## src/rtl/vdp_super_res_vram_port.sv

```systemverilog
// VRAM port sequencer for the super-res pixel stage: slices the 32-bit memory port
// into DL/DA/DW/FS slots and serves video fetches, CPU byte accesses and refresh.
module vdp_super_res_vram_port #(
  parameter int MEM_LATENCY      = 2,
  parameter int REFRESH_INTERVAL = 8
) (
  input  logic        clk,
  input  logic        reset_n,
  input  logic [10:0] cx,
  input  logic        super_res_drawing,
  input  logic [16:0] super_res_vram_addr,
  output logic [31:0] vrm_32,
  input  logic        cpu_req,
  input  logic        cpu_wr,
  input  logic [16:0] cpu_addr,
  input  logic [7:0]  cpu_wdata,
  output logic        cpu_ack,
  output logic [7:0]  cpu_rdata,
  output logic [1:0]  mem_cmd,
  output logic [14:0] mem_addr,
  output logic [31:0] mem_wdata,
  output logic [3:0]  mem_wmask,
  input  logic [31:0] mem_rdata,
  input  logic        mem_rvalid
);

  localparam logic [1:0] SLOT_DA  = 2'd1;
  localparam logic [1:0] SLOT_DW  = 2'd2;
  localparam logic [1:0] SLOT_FS  = 2'd3;
  localparam logic [1:0] CMD_IDLE = 2'd0;
  localparam logic [1:0] CMD_RD   = 2'd1;
  localparam logic [1:0] CMD_WR   = 2'd2;
  localparam logic [1:0] CMD_REF  = 2'd3;
  localparam logic [7:0] REF_LAST = 8'(REFRESH_INTERVAL - 1);

  typedef struct packed {
    logic       vld;
    logic       cpu;
    logic [1:0] bsel;
  } tag_t;

  logic [7:0]  r_ref_cnt;
  logic        r_cpu_pending;
  tag_t        r_iss_tag;
  tag_t        r_tag_p [MEM_LATENCY];
  tag_t        w_head;
  tag_t        w_tag;
  logic        w_cpu_slot;
  logic        w_cpu_go;
  logic        w_wr_ack;
  logic [1:0]  w_cmd;
  logic [14:0] w_addr;
  logic [3:0]  w_wmask;
  logic [31:0] w_wdata;
  logic        w_unused;

  assign w_unused   = ^{cx[10:2], super_res_vram_addr[1:0]};
  assign w_head     = r_tag_p[MEM_LATENCY-1];
  // The CPU owns DW, and DA whenever video is not drawing; cpu_ack blocks a re-issue
  // on the cycle the host is still dropping its request.
  assign w_cpu_slot = (cx[1:0] == SLOT_DW) || ((cx[1:0] == SLOT_DA) && !super_res_drawing);
  assign w_cpu_go   = w_cpu_slot && cpu_req && !r_cpu_pending && !cpu_ack;

  always_comb begin
    w_cmd    = CMD_IDLE;
    w_addr   = mem_addr;
    w_wmask  = 4'b0000;
    w_wdata  = mem_wdata;
    w_tag    = '0;
    w_wr_ack = 1'b0;
    if (cx[1:0] == SLOT_FS) begin
      if (r_ref_cnt == REF_LAST) w_cmd = CMD_REF;
    end else if ((cx[1:0] == SLOT_DA) && super_res_drawing) begin
      w_cmd  = CMD_RD;
      w_addr = super_res_vram_addr[16:2];
      w_tag  = tag_t'{vld: 1'b1, cpu: 1'b0, bsel: 2'b00};
    end else if (w_cpu_go) begin
      w_addr = cpu_addr[16:2];
      if (cpu_wr) begin
        w_cmd    = CMD_WR;
        w_wmask  = 4'b0001 << cpu_addr[1:0];
        w_wdata  = {4{cpu_wdata}};
        w_wr_ack = 1'b1;
      end else begin
        w_cmd = CMD_RD;
        w_tag = tag_t'{vld: 1'b1, cpu: 1'b1, bsel: cpu_addr[1:0]};
      end
    end
  end

  always_ff @(posedge clk or negedge reset_n) begin
    if (!reset_n) begin
      vrm_32        <= '0;
      cpu_ack       <= 1'b0;
      cpu_rdata     <= '0;
      mem_cmd       <= CMD_IDLE;
      mem_addr      <= '0;
      mem_wdata     <= '0;
      mem_wmask     <= '0;
      r_ref_cnt     <= '0;
      r_cpu_pending <= 1'b0;
      r_iss_tag     <= '0;
      for (int i = 0; i < MEM_LATENCY; i++) r_tag_p[i] <= '0;
    end else begin
      mem_cmd   <= w_cmd;
      mem_addr  <= w_addr;
      mem_wdata <= w_wdata;
      mem_wmask <= w_wmask;
      cpu_ack   <= w_wr_ack;
      // Tag rides with mem_cmd, then shifts so the head lines up with mem_rvalid.
      r_iss_tag  <= w_tag;
      r_tag_p[0] <= r_iss_tag;
      for (int i = 1; i < MEM_LATENCY; i++) r_tag_p[i] <= r_tag_p[i-1];
      if (cx[1:0] == SLOT_FS) begin
        r_ref_cnt <= (r_ref_cnt == REF_LAST) ? 8'd0 : r_ref_cnt + 8'd1;
      end
      if (w_tag.vld && w_tag.cpu) r_cpu_pending <= 1'b1;
      if (mem_rvalid && w_head.vld) begin
        if (w_head.cpu) begin
          cpu_rdata     <= mem_rdata[{w_head.bsel, 3'b000} +: 8];
          cpu_ack       <= 1'b1;
          r_cpu_pending <= 1'b0;
        end else begin
          vrm_32 <= mem_rdata;
        end
      end
    end
  end

endmodule

```

## config.mk

```make
export PLATFORM = sky130hd
export DESIGN_NAME = vdp_super_res_vram_port
export DESIGN_NICKNAME = d
export VERILOG_FILES = /design/src/rtl/vdp_super_res_vram_port.sv
export SDC_FILE = /design/constraint.sdc
export NUM_CORES = 1
export LEC_CHECK = 0
export BUFFER_PORTS_ARGS = -buffer_cell sky130_fd_sc_hd__buf_2
export CORE_MARGIN = 4
export CORE_UTILIZATION = 44
export CTS_BUF_LIST = sky130_fd_sc_hd__clkbuf_8
export DETAILED_ROUTE_END_ITERATION = 8
export PLACE_DENSITY_LB_ADDON = 0.2
export SYNTH_ARGS = -nofsm -noshare
export SYNTH_HDL_FRONTEND = slang
export SYNTH_SLANG_ARGS = --single-unit
export TNS_END_PERCENT = 1
```

## constraint.sdc

```tcl
create_clock -name clk -period 1.5 [get_ports clk]
set_clock_uncertainty 0.05 [all_clocks]
set_input_delay 0.15 -clock clk [delete_from_list [all_inputs] [get_ports clk]]
set_output_delay 0.15 -clock clk [all_outputs]
set_load 0.02 [all_outputs]
```

-- Word level (Yosys, flattened, before mapping)
Cells that the tools add are included.
- register bits after elaboration: 115
- input port bits: 91
- output and inout port bits: 94
- add/sub/neg operators: 1
- equal/unequal tests: 4
- shifts and indexed selects: 2
- muxes and demuxes: 25
- bitwise gates (word level): 3
- reductions and logical operators: 16
- operator list (operator ; count):
    two-way mux 4 bit ; 8
    variable part select 32 x 6 -> 8 bit ; 1
    two-way mux 15 bit ; 2
    two-way mux 2 bit ; 5
    two-way mux 1 bit ; 9
    adder 8 x 1 -> 8 bit (second input constant) ; 1
    equality test 8 x 3 -> 1 bit (second input constant) ; 1
    two-way mux 8 bit ; 1
    logical AND 1 bit ; 7
    AND reduction 2 bit ; 3
    equality test 2 bit (second input constant) ; 2
    AND reduction 4 bit ; 1
    left shift 1 x 2 -> 4 bit (first input constant) ; 1
    logical NOT 1 bit ; 3
    NOT 1 bit ; 3
    equality test 2 x 1 -> 1 bit (second input constant) ; 1
    nonzero test 2 bit ; 1
    logical OR 1 bit ; 1

-- Depth between registers and ports, before layout
- word-level depth: 13
- gate-level depth with buffers: 6
- mapped depth without buffers: 4

-- Worst setup path after synthesis
Ideal clock, no wire load.
- path kind: register -> register
- start: register cpu_ack
- end: register mem_wdata[25]
- library setup time: 0.125 ns
- arrival: 1.459 ns
- path slack: -0.134 ns
- cell stages (with the launch flop): 5
- path buffers: 1
- period minus slack after synthesis: 1.634 ns
- cell sequence: dfrtp_1 -> nor3b_2 -> o211ai_2 -> buf_4 -> mux2_4
- word-level cells in the longest chain between the ends: 3
- RTL lines (what ; line ; text):
    start, declared ; 17 ; output logic cpu_ack,
    start signal, assigned ; 109 ; cpu_ack <= w_wr_ack;
    logical NOT 1 bit ; 62 ; assign w_cpu_go = w_cpu_slot && cpu_req && !r_cpu_pending && !cpu_ack;
    logical AND 1 bit ; 62 ;
    AND reduction 4 bit (no source line) ; n/a ;
    end signal, assigned ; 107 ; mem_wdata <= w_wdata;
    end, declared ; 21 ; output logic [31:0] mem_wdata,
No other way between the ends.
A chain may end at the register's enable or synchronous reset.

-- Final worst setup path
- start: register r_cpu_pending
- end: register mem_addr[12]
- word-level cells in the longest chain between the ends: 5
- RTL lines (what ; line ; text):
    start, declared ; 43 ; logic r_cpu_pending;
    start signal, assigned ; 101 ; r_cpu_pending <= 1'b0;
    start signal, assigned ; 117 ; if (w_tag.vld && w_tag.cpu) r_cpu_pending <= 1'b1;
    start signal, assigned ; 122 ; r_cpu_pending <= 1'b0;
    logical NOT 1 bit ; 62 ;
    logical AND 1 bit (2 in series) ; 62 ;
    nonzero test 2 bit (no source line) ; n/a ;
    AND reduction 2 bit (no source line) ; n/a ;
    end signal, assigned ; 106 ; mem_addr <= w_addr;
    end, declared ; 20 ; output logic [14:0] mem_addr,
No other way between the ends.

==> metrics.md <==
| Metric | Value |
|---|---|
| Reg2reg end | `mem_addr[12]` |
| Final Hold Fails | `0` |
| Synthesis-to-layout area growth | `40.8%` |
| Actual slew at the worst max-slew pin | `0.483 ns` |
| Antenna violations before repair | `1` |
| Fill cells | `715` |
| First-pass GRT wire length | `16900 um` |
| Hold depth | `3` |
| CTS tree | `built` |
| Worst hold start | `super_res_vram_addr[14]` |
| Worst EP required | `1.65 ns` |
| Predominant post-synthesis flop cell | `dfrtp_1` |
| Period utilisation layout | `0.991` |
| Layout Nets | `602` |
| Post-Layout Inst Area | `5660 um2` |
| Leakage | `2.79 nW` |
| Share of cells above drive strength 1 | `0.538` |
| Cell family with most CP delay | `simple AND/OR/NAND/NOR gates` |
| Worst Path Buf+Inv | `1` |
| RSZ-0062 raised after global routing | `yes` |
| CTS Buf Count | `9` |
| Placed insts | `561` |
| Gr usage total | `0.194` |
| Clk sink count | `91` |
| Clk Latency, worst-skew pair | `0.34 ns` |
| Minimum clock period | `1.49 ns` |
| Final ANT Viol Nets | `0` |
| Int Pwr | `4.94 mW` |
| Ranking of synthesized cells by area | `dfrtp_1 57%, mux2_2 12%, o211ai_1 5.2%, buf_4 5.0%, mux4_2 4.5%` |
| Worst R2R Path Depth | `4` |
| DRC Markers | `0` |
| Die Area | `10700 um2` |
| Clk root buf | `clkbuf_8` |
| Critical path peak fanout | `14` |
| Number of global-route vias before repair | `3332` |
| IO Port Bufs | `173` |
| Cell Pwr Density | `1350 nW/um2` |
| Worst min path class | `in2reg` |
| Wirelength, routed | `10000 um` |
| # IOs | `185` |
| Initial core utilization | `0.457` |
| Multi-input logic area | `1500 um2` |
| Register area share after synthesis | `0.566` |
| Logic pwr share | `0.349` |
| Bufs on Longest Clock Path | `2` |
| Asr flop ratio synth | `1.00` |
| CP startpoint kind | `flip-flop` |
| Synth top cells by count | `91 x dfrtp_1, 43 x mux2_2, 33 x nand2_1` |
| R2R Path Start | `r_cpu_pending` |
| Largest net degree at the start of global routing | `92` |
| Final WS setup | `0.0128 ns` |
| Part of the power in registers | `0.433` |
| YS warnings | `0` |
| CP peak stage delay | `0.45 ns` |
| Post-placement cell area | `4990 um2` |
| DP HPWL | `7010 um` |
| Placement Setup Slack | `0.0145 ns` |
| Vias per cell | `5.04` |
| WL met2 | `5090 um` |
| Max_cap viols | `0` |
| Gr ovfl total | `0` |
| FF+latch area | `2280 um2` |
| Clock power frac | `0.219` |
| Die Span X | `104 um` |
| Max layer used | `met4` |
| DRT Pass-1 Iters | `5` |
| Number of synthesized register bits | `91` |
| Cell with the most instances after synthesis | `dfrtp_1` |
| Setup CP Type | `reg2reg` |
| Yosys cell types | `43` |
| Synthesized Nets | `391` |
| Post-Syn Area | `4020 um2` |
| Max VDD drop | `576 uV` |
| Final max-slew violation count | `0` |
| Mean Syn Cell Area | `13.5 um2` |
| Drt wl/cell | `16.1 um` |
| Setup TNS after final layout | `0 ns` |
| Non-filler cells, final | `624` |
| # setup viols final | `0` |
| 1st-iter DRT viols | `79` |
| DR WL met3 | `687 um` |
| Critical Path End Type | `flip-flop` |
| Switching power | `2.70 mW` |
| Hold Path End | `mem_addr[12]` |
| Setup Fix Bufs, Post-CTS | `0` |
| Crit path max-delay cell type | `or3b_4` |
| Gpl congestion | `0.767` |
| Worst-path cell chain | `or3b_4 > a21oi_4 > buf_12 > o211ai_1` |
| Flop2flop setup slack | `0.01 ns` |
| Leading area contributor after synthesis | `dfrtp_1` |
| Status | `finished, final reports clean` |
| Relative slew slack | `0.678` |
| DIE HEIGHT | `104 um` |
| Sw Ratio | `0.354` |
| Core area | `8810 um2` |
| Post-synth EDFFs | `0` |
| Number of H-tree levels | `3` |
| Fmax | `672 MHz` |
| Gate Count Post-Synth | `299` |
| Share of the synthesized area in the top cell type | `0.566` |
| Worst Path Arrival | `1.64 ns` |
| Met1 WL | `4090 um` |
| Clk slew on worst S/H paths | `0.09 ns` |
| Std-Cell Rows | `34` |
| Via count | `3146` |
| Finished Core Util | `0.643` |
-- power by group through the flow --
| stage | clock [mW] | combinational (mW) | sequential (mW) |
|---|---|---|---|
| 2_1_floorplan | 0 | 1.22 | 3.88 |
| 3_3_place_gp | 0 | 2.53 | 3.32 |
| 3_5_place_dp | 0 | 2.59 | 3.35 |
| 4_1_cts | 1.73 | 2.67 | 3.30 |
| 5_1_grt | 1.85 | 2.85 | 3.39 |
| 6_report | 1.67 | 2.67 | 3.31 |
-- registers in the layout, summed over array words and instances, names as in the netlist, 2 cells and up --
| name | cells |
|---|---|
| vrm_32 | 32 |
| mem_addr | 15 |
| cpu_rdata | 8 |
| mem_wdata | 8 |
| r_ref_cnt | 8 |
| r_tag_p | 8 |
| mem_wmask | 4 |
| r_iss_tag | 4 |
| mem_cmd | 2 |
-- area by class of cell --
cell class / count / share of cell area
flip-flops and latches: 91 / 0.402
repair buffers: 239 / 0.272
multi-input cells: 168 / 0.265
clock buffers: 10 / 0.0243
well taps: 108 / 0.0239
clock inverters: 6 / 0.0113
inverters: 1 / 0.000663
diodes: 1 / 0.000442
-- routing by layer --
layer,up-vias,global-route usage
met2,142,0.332
met5,-,0
li1,1468,-
met1,1520,0.239
met4,0,0.0722
met3,16,0.0454
-- how the worst max path moves through the flow --
stage / startpoint / end / slack (ns) / cells after the start
floorplan: cpu_ack / mem_wdata[25] / -0.05 / 4
global placement: r_cpu_pending / mem_addr[3] / 0.06 / 4
detailed placement: r_cpu_pending / mem_addr[12] / 0.01 / 4
CTS: r_cpu_pending / mem_addr[12] / 0.01 / 4
global route: r_cpu_pending / mem_addr[0] / -0.04 / 4
finish: r_cpu_pending / mem_addr[12] / 0.01 / 4
-- cell families after synthesis --
group	Yosys count	synth area share
xor+xnor	6	0.0131
flops	91	0.566
mux	57	0.188
buf+inv	40	0.0659
fa+ha+maj	1	0.00311
simple gates	66	0.0886
compound gates	38	0.0756
-- cell usage in the layout, fill, tap and decap left out, types with 2 or more instances in the layout --
master	n
a21oi_1	2
and2_1	2
buf_12	5
buf_2	172
buf_4	16
clkbuf_8	10
clkinv_2	2
clkinvlp_4	2
dfrtp_1	90
dlygate4sd3_1	46
mux2_2	42
mux2_4	7
mux4_2	8
nand2_1	33
nand2b_1	2
nand3_1	3
nand3b_1	2
nand4_1	2
nor2_1	2
nor2b_1	2
nor3_1	3
nor3b_1	2
nor3b_4	2
o211ai_1	28
or3_1	2
or3b_4	2
xnor2_1	4
xor2_1	2
-- tightest hold or removal path: cells and delay by family --
kind / cells / cell delay, ns
buffers and inverters: 1 / 0.08
AO/OA/AOI/OAI: 1 / 0.09
AND/OR/NAND/NOR: 1 / 0.04
-- per-stage QoR --
step	total power, mW	hold slack, ns
floorplan	5.10	-0.196
global placement	5.85	0.182
detailed placement	5.94	0.186
CTS	7.71	0.000281
global route	8.09	0.00184
finish	7.64	0.0205
-- what timing repair did --
action	CTS	global route
endpoints found under the setup margin	1	15
resized for setup	1	2
hold endpoints to repair	134	3
hold buffers	43	3
(Power assumes the default switching activity.)
